--- config.mk ---
export PLATFORM = sky130hd
export DESIGN_NAME = shake256_block_feeder
export DESIGN_NICKNAME = d
export VERILOG_FILES = /design/src/rtl/shake256_block_feeder.sv
export SDC_FILE = /design/constraint.sdc
export NUM_CORES = 2
export LEC_CHECK = 0
export ABC_AREA = 1
export CAP_MARGIN = 20
export CORE_AREA = 2 2 452 454
export CTS_BUF_LIST = sky130_fd_sc_hd__clkbuf_8
export CTS_CLUSTER_SIZE = 8
export DETAILED_ROUTE_END_ITERATION = 8
export DIE_AREA = 0 0 454 456
export HOLD_SLACK_MARGIN = 0.05
export PLACE_DENSITY_LB_ADDON = 0.08
export SLEW_MARGIN = 20
export SYNTH_ARGS = -nofsm -noshare
export SYNTH_HDL_FRONTEND = slang
export SYNTH_SLANG_ARGS = --single-unit
--- constraint.sdc ---
create_clock -name clock -period 1.9 [get_ports clock]
set_clock_uncertainty 0.15 [all_clocks]
set_input_delay 0.38 -clock clock [delete_from_list [all_inputs] [get_ports clock]]
set_output_delay 0.38 -clock clock [all_outputs]
set_load 0.1 [all_outputs]
--- src/rtl/shake256_block_feeder.sv ---
`default_nettype none
// ============================================================================
// Module   : shake256_block_feeder
// Purpose  : Packs 64-bit message words into 1088-bit SHAKE256 rate blocks.
//            Optional SHAKE256 padding is enabled by defining SHAKE256_PAD_EN.
// Revision : 1.0 - initial release
// ============================================================================
module shake256_block_feeder (
  input  logic          clock,
  input  logic          reset,
  input  logic          in_valid,
  output logic          in_ready,
  input  logic [63:0]   in_data,
  input  logic          in_last,
  input  logic [3:0]    in_nbytes,
  output logic [1087:0] message,
  output logic [10:0]   length,
  output logic          block_valid,
  input  logic          block_ready,
  output logic          block_last
);

  localparam logic [1:0]  FILL       = 2'd0;
  localparam logic [1:0]  HOLD       = 2'd1;
  localparam logic [1:0]  PADBLK     = 2'd2;
  localparam int unsigned RATE_WORDS = 17;
  localparam int unsigned RATE_BYTES = 136;
  localparam logic [10:0] FULL_LEN   = 11'd1088;

  logic [1:0]    state_q, state_d;
  logic [1087:0] buf_q, buf_d;
  logic [4:0]    word_cnt_q, word_cnt_d;
  logic [10:0]   len_q, len_d;
  logic          last_q, last_d;
`ifdef SHAKE256_PAD_EN
  logic          pend_q, pend_d;
  logic [7:0]    w_pad_idx;
`endif

  logic [3:0]    w_nbytes;
  logic [63:0]   w_word;
  logic          w_accept;
  logic          w_close;

  // Non-final words always carry 8 bytes; oversized counts saturate at 8.
  always_comb begin
    if (!in_last)
      w_nbytes = 4'd8;
    else if (in_nbytes > 4'd8)
      w_nbytes = 4'd8;
    else
      w_nbytes = in_nbytes;
  end

  generate
    for (genvar b = 0; b < 8; b++) begin : g_mask
      assign w_word[8*b +: 8] = (4'(b) < w_nbytes) ? in_data[8*b +: 8] : 8'h00;
    end
  endgenerate

  assign w_accept = (state_q == FILL) && in_valid;
  assign w_close  = in_last || (word_cnt_q == 5'd16);
`ifdef SHAKE256_PAD_EN
  assign w_pad_idx = {word_cnt_q, 3'b000} + {4'b0000, w_nbytes};
`endif

  always_comb begin
    state_d    = state_q;
    buf_d      = buf_q;
    word_cnt_d = word_cnt_q;
    len_d      = len_q;
    last_d     = last_q;
`ifdef SHAKE256_PAD_EN
    pend_d     = pend_q;
`endif
    case (state_q)
      FILL: begin
        if (w_accept) begin
          for (int w = 0; w < RATE_WORDS; w++) begin
            if (word_cnt_q == 5'(w))
              buf_d[64*w +: 64] = w_word;
          end
          word_cnt_d = word_cnt_q + 5'd1;
          if (w_close) begin
            state_d = HOLD;
`ifdef SHAKE256_PAD_EN
            len_d = FULL_LEN;
            if (in_last && (w_pad_idx == 8'(RATE_BYTES))) begin
              // Message fills the block exactly: padding goes in a block of its own.
              pend_d = 1'b1;
              last_d = 1'b0;
            end else if (in_last) begin
              for (int i = 0; i < RATE_BYTES; i++) begin
                if (w_pad_idx == 8'(i))
                  buf_d[8*i +: 8] = buf_d[8*i +: 8] ^ 8'h1F;
              end
              buf_d[1087:1080] = buf_d[1087:1080] ^ 8'h80;
              last_d = 1'b1;
            end else begin
              last_d = 1'b0;
            end
`else
            len_d  = {word_cnt_q, 6'b000000} + {4'b0000, w_nbytes, 3'b000};
            last_d = in_last;
`endif
          end
        end
      end
      HOLD: begin
        if (block_ready) begin
          state_d    = FILL;
          buf_d      = '0;
          word_cnt_d = 5'd0;
          len_d      = 11'd0;
          last_d     = 1'b0;
`ifdef SHAKE256_PAD_EN
          if (pend_q) begin
            state_d          = PADBLK;
            pend_d           = 1'b0;
            buf_d[7:0]       = 8'h1F;
            buf_d[1087:1080] = 8'h80;
            len_d            = FULL_LEN;
            last_d           = 1'b1;
          end
`endif
        end
      end
      PADBLK: begin
        if (block_ready) begin
          state_d    = FILL;
          buf_d      = '0;
          word_cnt_d = 5'd0;
          len_d      = 11'd0;
          last_d     = 1'b0;
        end
      end
      default: begin
        state_d    = FILL;
        buf_d      = '0;
        word_cnt_d = 5'd0;
        len_d      = 11'd0;
        last_d     = 1'b0;
      end
    endcase
  end

  always_ff @(posedge clock) begin
    if (reset) begin
      state_q    <= FILL;
      buf_q      <= '0;
      word_cnt_q <= 5'd0;
      len_q      <= 11'd0;
      last_q     <= 1'b0;
`ifdef SHAKE256_PAD_EN
      pend_q     <= 1'b0;
`endif
    end else begin
      state_q    <= state_d;
      buf_q      <= buf_d;
      word_cnt_q <= word_cnt_d;
      len_q      <= len_d;
      last_q     <= last_d;
`ifdef SHAKE256_PAD_EN
      pend_q     <= pend_d;
`endif
    end
  end

  assign in_ready    = (state_q == FILL);
  assign block_valid = (state_q == HOLD) || (state_q == PADBLK);
  assign message     = buf_q;
  assign length      = len_q;
  assign block_last  = last_q;

endmodule
`default_nettype wire

### Word level (Yosys, flattened, before mapping)

Cells that the tools add are included.
Widths: inputs -> output; s select.

| storage, ports and cells | value |
|---|---|
| register bits after elaboration | 1107 |
| latch bits | 0 |
| memories | 0 |
| bits in writable memories | 0 |
| bits in read-only memories | 0 |
| logic and storage cells | 140 |
| output and inout port bits | 1102 |

| operators by class | value |
|---|---|
| shift operators | 0 |
| mux-type cells | 45 |
| add/sub/neg operators | 2 |
| equal/unequal tests | 38 |
| order comparisons | 9 |
| multipliers | 0 |
| reduce and logical (&&, ||, !) cells | 25 |
| div/mod/pow operators | 0 |
| bitwise operators | 0 |

Operators with widths:

| cell | number |
|---|---|
| $mux 1088 | 2 |
| $pmux 1088 s2 | 1 |
| $mux 64 | 17 |
| $mux 8 | 8 |
| $reduce_and 3->1 | 18 |
| $eq 5x4->1 const B | 8 |
| $ne 2x1->1 const B | 20 |
| $mux 11 | 3 |
| $pmux 11 s2 | 1 |
| $eq 5x3->1 const B | 4 |
| $lt 3x4->1 const A | 4 |
| $add 11x7->11 | 1 |
| $eq 5x2->1 const B | 2 |
| $mux 5 | 2 |
| $pmux 5 s2 | 1 |
| $lt 1x4->1 const A | 2 |
| $lt 2x4->1 const A | 2 |
| $mux 4 | 2 |
| $mux 2 | 3 |
| $add 5x1->5 const B | 1 |
| $eq 5x1->1 const B | 1 |
| $eq 5x5->1 const B | 1 |
| $logic_not 5->1 | 1 |
| $gt 4x4->1 const B | 1 |
| other kinds (10) | 13 |

### Longest topological paths before layout

| depth | value |
|---|---|
| depth after elaboration | 8 |
| mapped depth | 11 |

### Worst setup path after synthesis

OpenSTA, ideal clock, no wires.

| timing | value |
|---|---|
| kind | flip-flop to flip-flop |
| start point | register state_q[0] |
| end point | register buf_q[296] (netlist: message[296]) |
| buffers on the path | 3 |
| arrival time | 2220 ps |
| setup slack | -603 ps |
| cell stages (with the launch flop) | 9 |
| path through | dfxtp_1 buf_4 inv_2 buf_2 nand3_1 inv_1 buf_2 nand2_1 a21oi_1 |

| between the ends | value |
|---|---|
| longest elaborated chain between the ends | 4 |

RTL lines:

| item | line | RTL |
|---|---|---|
| start: declaration | 30 | `logic [1:0] state_q, state_d;` |
| start signal: assignment | 158 | `state_q <= state_d;` |
| $logic_not 2->1 (*) | - |  |
| via in_ready | 12 | `output logic in_ready,` |
| $logic_and 1x1->1 | 61 | `assign w_accept = (state_q == FILL) && in_valid;` |
| $ne 2x1->1 (no line) | - |  |
| $reduce_and 3->1 (no line) | - |  |
| end signal: assignment | 159 | `buf_q <= buf_d;` |
| end: declaration | 31 | `logic [1087:0] buf_q, buf_d;` |

Mark *: on every way through the listed nets, which the timed path passes. The rest lies on a longest branch.
A chain may end at the register's enable or synchronous reset.

### Worst setup path in the final report

| timing | value |
|---|---|
| start point | register state_q[0] |
| end point | output in_ready |

| between the ends | value |
|---|---|
| longest elaborated chain between the ends | 1 |

RTL lines:

| item | line | RTL |
|---|---|---|
| $logic_not 2->1 | 169 | `assign in_ready = (state_q == FILL);` |
| end: declaration | 12 |  |

Every way passes these cells.

==> summary.md <==
Final period utilization: 117%. The share of synthesized registers carrying an async set or reset is 0%, and the power density normalized to cell area is 715 nW/um^2. The classification of the worst setup path is flop to primary output. STA classifies the critical path endpoint as a primary output. The clock net in this run drives a total of 1103 sinks. During placement, the flow inserted port buffers numbering 1171. For this run, design rule violations remaining after detail routing come to 0. The run gives 374 mm as the global-route wire length before repair. The tools report the slack of the critical path as -0.330 ns.

Counting flops with a built-in enable in the synthesized netlist gives 0. The total routing usage reported by global routing was 25.7%. The area growth from synthesis to layout is 98.9%.

After detailed routing, the average wire length per cell comes to 28.9 microns. Buffer depth of the longest clock path: 3. TritonCTS built the clock tree. The most instantiated library cell after synthesis was sky130_fd_sc_hd__nand3_1. The library cell occupying the most area in the post-synthesis netlist was sky130_fd_sc_hd__dfxtp_1. The commonest cells after synthesis are sky130_fd_sc_hd__nand3_1 (1128), sky130_fd_sc_hd__dfxtp_1 (1103), sky130_fd_sc_hd__a21oi_1 (982), sky130_fd_sc_hd__nand2_1 (875), sky130_fd_sc_hd__clkbuf_1 (256). The transition time at the pin with the least slew margin was 0.794 ns; the flop and latch count out of synthesis was 1103. Number of hold violations in the final report: 0. Yosys attributes the largest share of cell area to sky130_fd_sc_hd__dfxtp_1 (53%), sky130_fd_sc_hd__nand3_1 (13%), sky130_fd_sc_hd__a21oi_1 (12%). The final layout contains routed wiring with a total length of 284 mm. The detailed-router iteration count before antenna repair was 9; the top achievable clock speed was 0.449 GHz.

The tools report the number of distinct standard cells referenced by the synthesized netlist as 28. Counting every instance in the synthesized netlist gives 5332. For this run, the number of Yosys warnings is 0. The post-placement worst setup slack was -0.855 ns; the required time at the worst-slack endpoint was 1.37 ns. The number of nets in the final layout came out at 7055.

The tools report the number of DRC markers in iteration 0 as 3724. The worst setup path is launched from a flop. For the via count, the log shows 46500.

The initialized floorplan defines 165 standard-cell rows. Clock-pin slew was measured on the worst setup and hold paths at 0.06 ns. Once the floorplan was initialized, standard cells occupied 20.8% of the core. Antenna violation net count after detailed routing: 0.

The hold slack was 0.196 ns. Counting I/O delays and the setup requirement, the final critical path takes 2.23 ns. The per-cell via count in the routed design was 4.74; the data arrival time of the worst path was 1.70 ns. Measured along the y axis, the die boundary spans 456 microns. The worst-case IR drop observed on VDD is 0.000593 V. Setup violations remaining at the end of the flow were counted as 2097. The die covers 207000 sq um.

The die is 454 microns wide. In this run the cell area of the synthesized design comes to 41900 sq um. For the number of antenna violations at the first check in global routing, the log shows 26. The H-tree generated during clock tree synthesis spans 4 levels. Entering global routing, the biggest net connects 134 pins.

For the half-perimeter wire length after detailed placement, the log shows 198 mm. Number of placed I/O pins: 1175. The checks that failed: setup timing.

The placeable core region came out at 202000 sq um. The total global routing overflow is 0. Counting the buffers created by CTS gives 210. The share of synthesized area in the top cell type comes to 52.7%. After synthesis, flip-flops and latches occupy 52.7% of the total area. In this run the mean area of a mapped cell was 7.86 sq um. For the worst-skew pair, the clock arrives at the later sink with an insertion delay of 1.01 ns. The number of global-route vias before repair was 44000; the final estimated routing congestion in global placement was 0.817. Dominant register cell in the synthesized netlist: sky130_fd_sc_hd__dfxtp_1. In this run the clock root is driven by a sky130_fd_sc_hd__clkbuf_8. The logs give 0 for the final count of pins violating max slew and 32.4 nW for the leakage dissipation. Setup repair after global routing could not meet its margin everywhere. The share of cells above drive strength 1 came out at 49.8%. Of all nets on the critical path, the largest fanout is 3.

The total of fill cells in the finished design came out at 19600. Setup total negative slack on the finished layout was measured at -273.62 ns. The run finished, with violations left. The worst hold-check path type was primary input to flop. The headroom to the max-slew limit came out at 47.1%. For the reported max-cap violation count, the log shows 0.
## cell usage in the layout, fill, tap and decap left out, drive strengths merged, types with 7 or more instances in the layout
master | synthesis | final
diode | 0 | 11
nand3b | 104 | 104
clkinv | 15 | 26
clkbuf | 256 | 292
nand4 | 9 | 9
ha | 7 | 7
a21oi | 982 | 982
nand2 | 889 | 889
dlygate4sd3 | 0 | 60
o21ai | 147 | 147
nand3 | 1138 | 1138
buf | 323 | 1853
inv | 177 | 271
clkdlybuf4s50 | 0 | 61
dfxtp | 1103 | 1103
nor2 | 175 | 175
## stage by stage
step	cells	util, %	power [W]	instance area (sq um)
finish	9815	41.3	0.0596	83400
global route	9809	41.3	0.0618	83400
CTS	9695	40.0	0.0600	80700
detailed placement	9148	36.2	0.0357	72900
global placement	9148	36.2	0.0357	72900
floorplan	5334	-	0.0297	42000
## where the power goes
part           total (W)  switching, W  internal, W
Sequential        0.0240      0.000522       0.0235
Clock             0.0237        0.0114       0.0123
Combinational     0.0119       0.00779      0.00407
## state kept, by name (all words and copies together), names as in the netlist
name / cells
length: 8
state_q: 1
word_cnt_q: 5
message: 1088
block_last: 1
## final timing paths
path,start,endpoint,slack [ns],cells past startpoint
setup / recovery,state_q[0],in_ready,-0.33,3
hold / removal,in_data[28],message[28],0.20,6
setup reg to reg,word_cnt_q[0],message[1013],-0.25,12
hold reg to reg,message[302],message[302],0.33,2
## critical path: stages (launching register included)
cell	delay, ns
sky130_fd_sc_hd__dfxtp_4	0.38
sky130_fd_sc_hd__inv_6	0.03
sky130_fd_sc_hd__buf_8	0.11
sky130_fd_sc_hd__buf_12	0.16
## cell families (layout without fill, tap and decap cells)
| logic type | count (synthesis) | count (layout) | share of synthesized area [%] |
|---|---|---|---|
| AOI/OAI and AO/OA | 1132 | 1132 | 13.5 |
| and+or+nand+nor | 2318 | 2318 | 25.5 |
| other | 1 | 14 | 0.00894 |
| buffers and inverters | 771 | 2569 | 8.10 |
| adders and majority gates | 7 | 7 | 0.209 |
| DFF | 1103 | 1103 | 52.7 |
## per-layer routing
metal  wire (microns)  GRT usage, %  up-vias
met5               92             0        -
met4            13400          11.3       16
met3            20200          6.36      443
met2           137000          43.0     1795
met1           114000          30.9    22900
li1                 -             -    21300
## layout make-up
class / count / area, sq um / area share (%)
Timing Repair Buffer: 2008 / 33400 / 40.1
Sequential cell: 1103 / 23800 / 28.6
Multi-Input combinational cell: 3460 / 17900 / 21.5
Clock buffer: 260 / 3580 / 4.29
Tap cell: 2672 / 3340 / 4.01
Inverter: 192 / 737 / 0.884
Clock inverter: 109 / 551 / 0.660
Antenna cell: 11 / 27.5 / 0.0330
## what timing repair did
item                                    in CTS  in global routing
gates cloned                                10                 33
resized for setup                         1263                366
pin swaps                                    9                109
endpoints found under the setup margin    1982               2189
setup buffers                              108                 77
hold endpoints to repair                  1103                  0
hold buffers                                60                  0
Power figures use the tool's default switching activity.
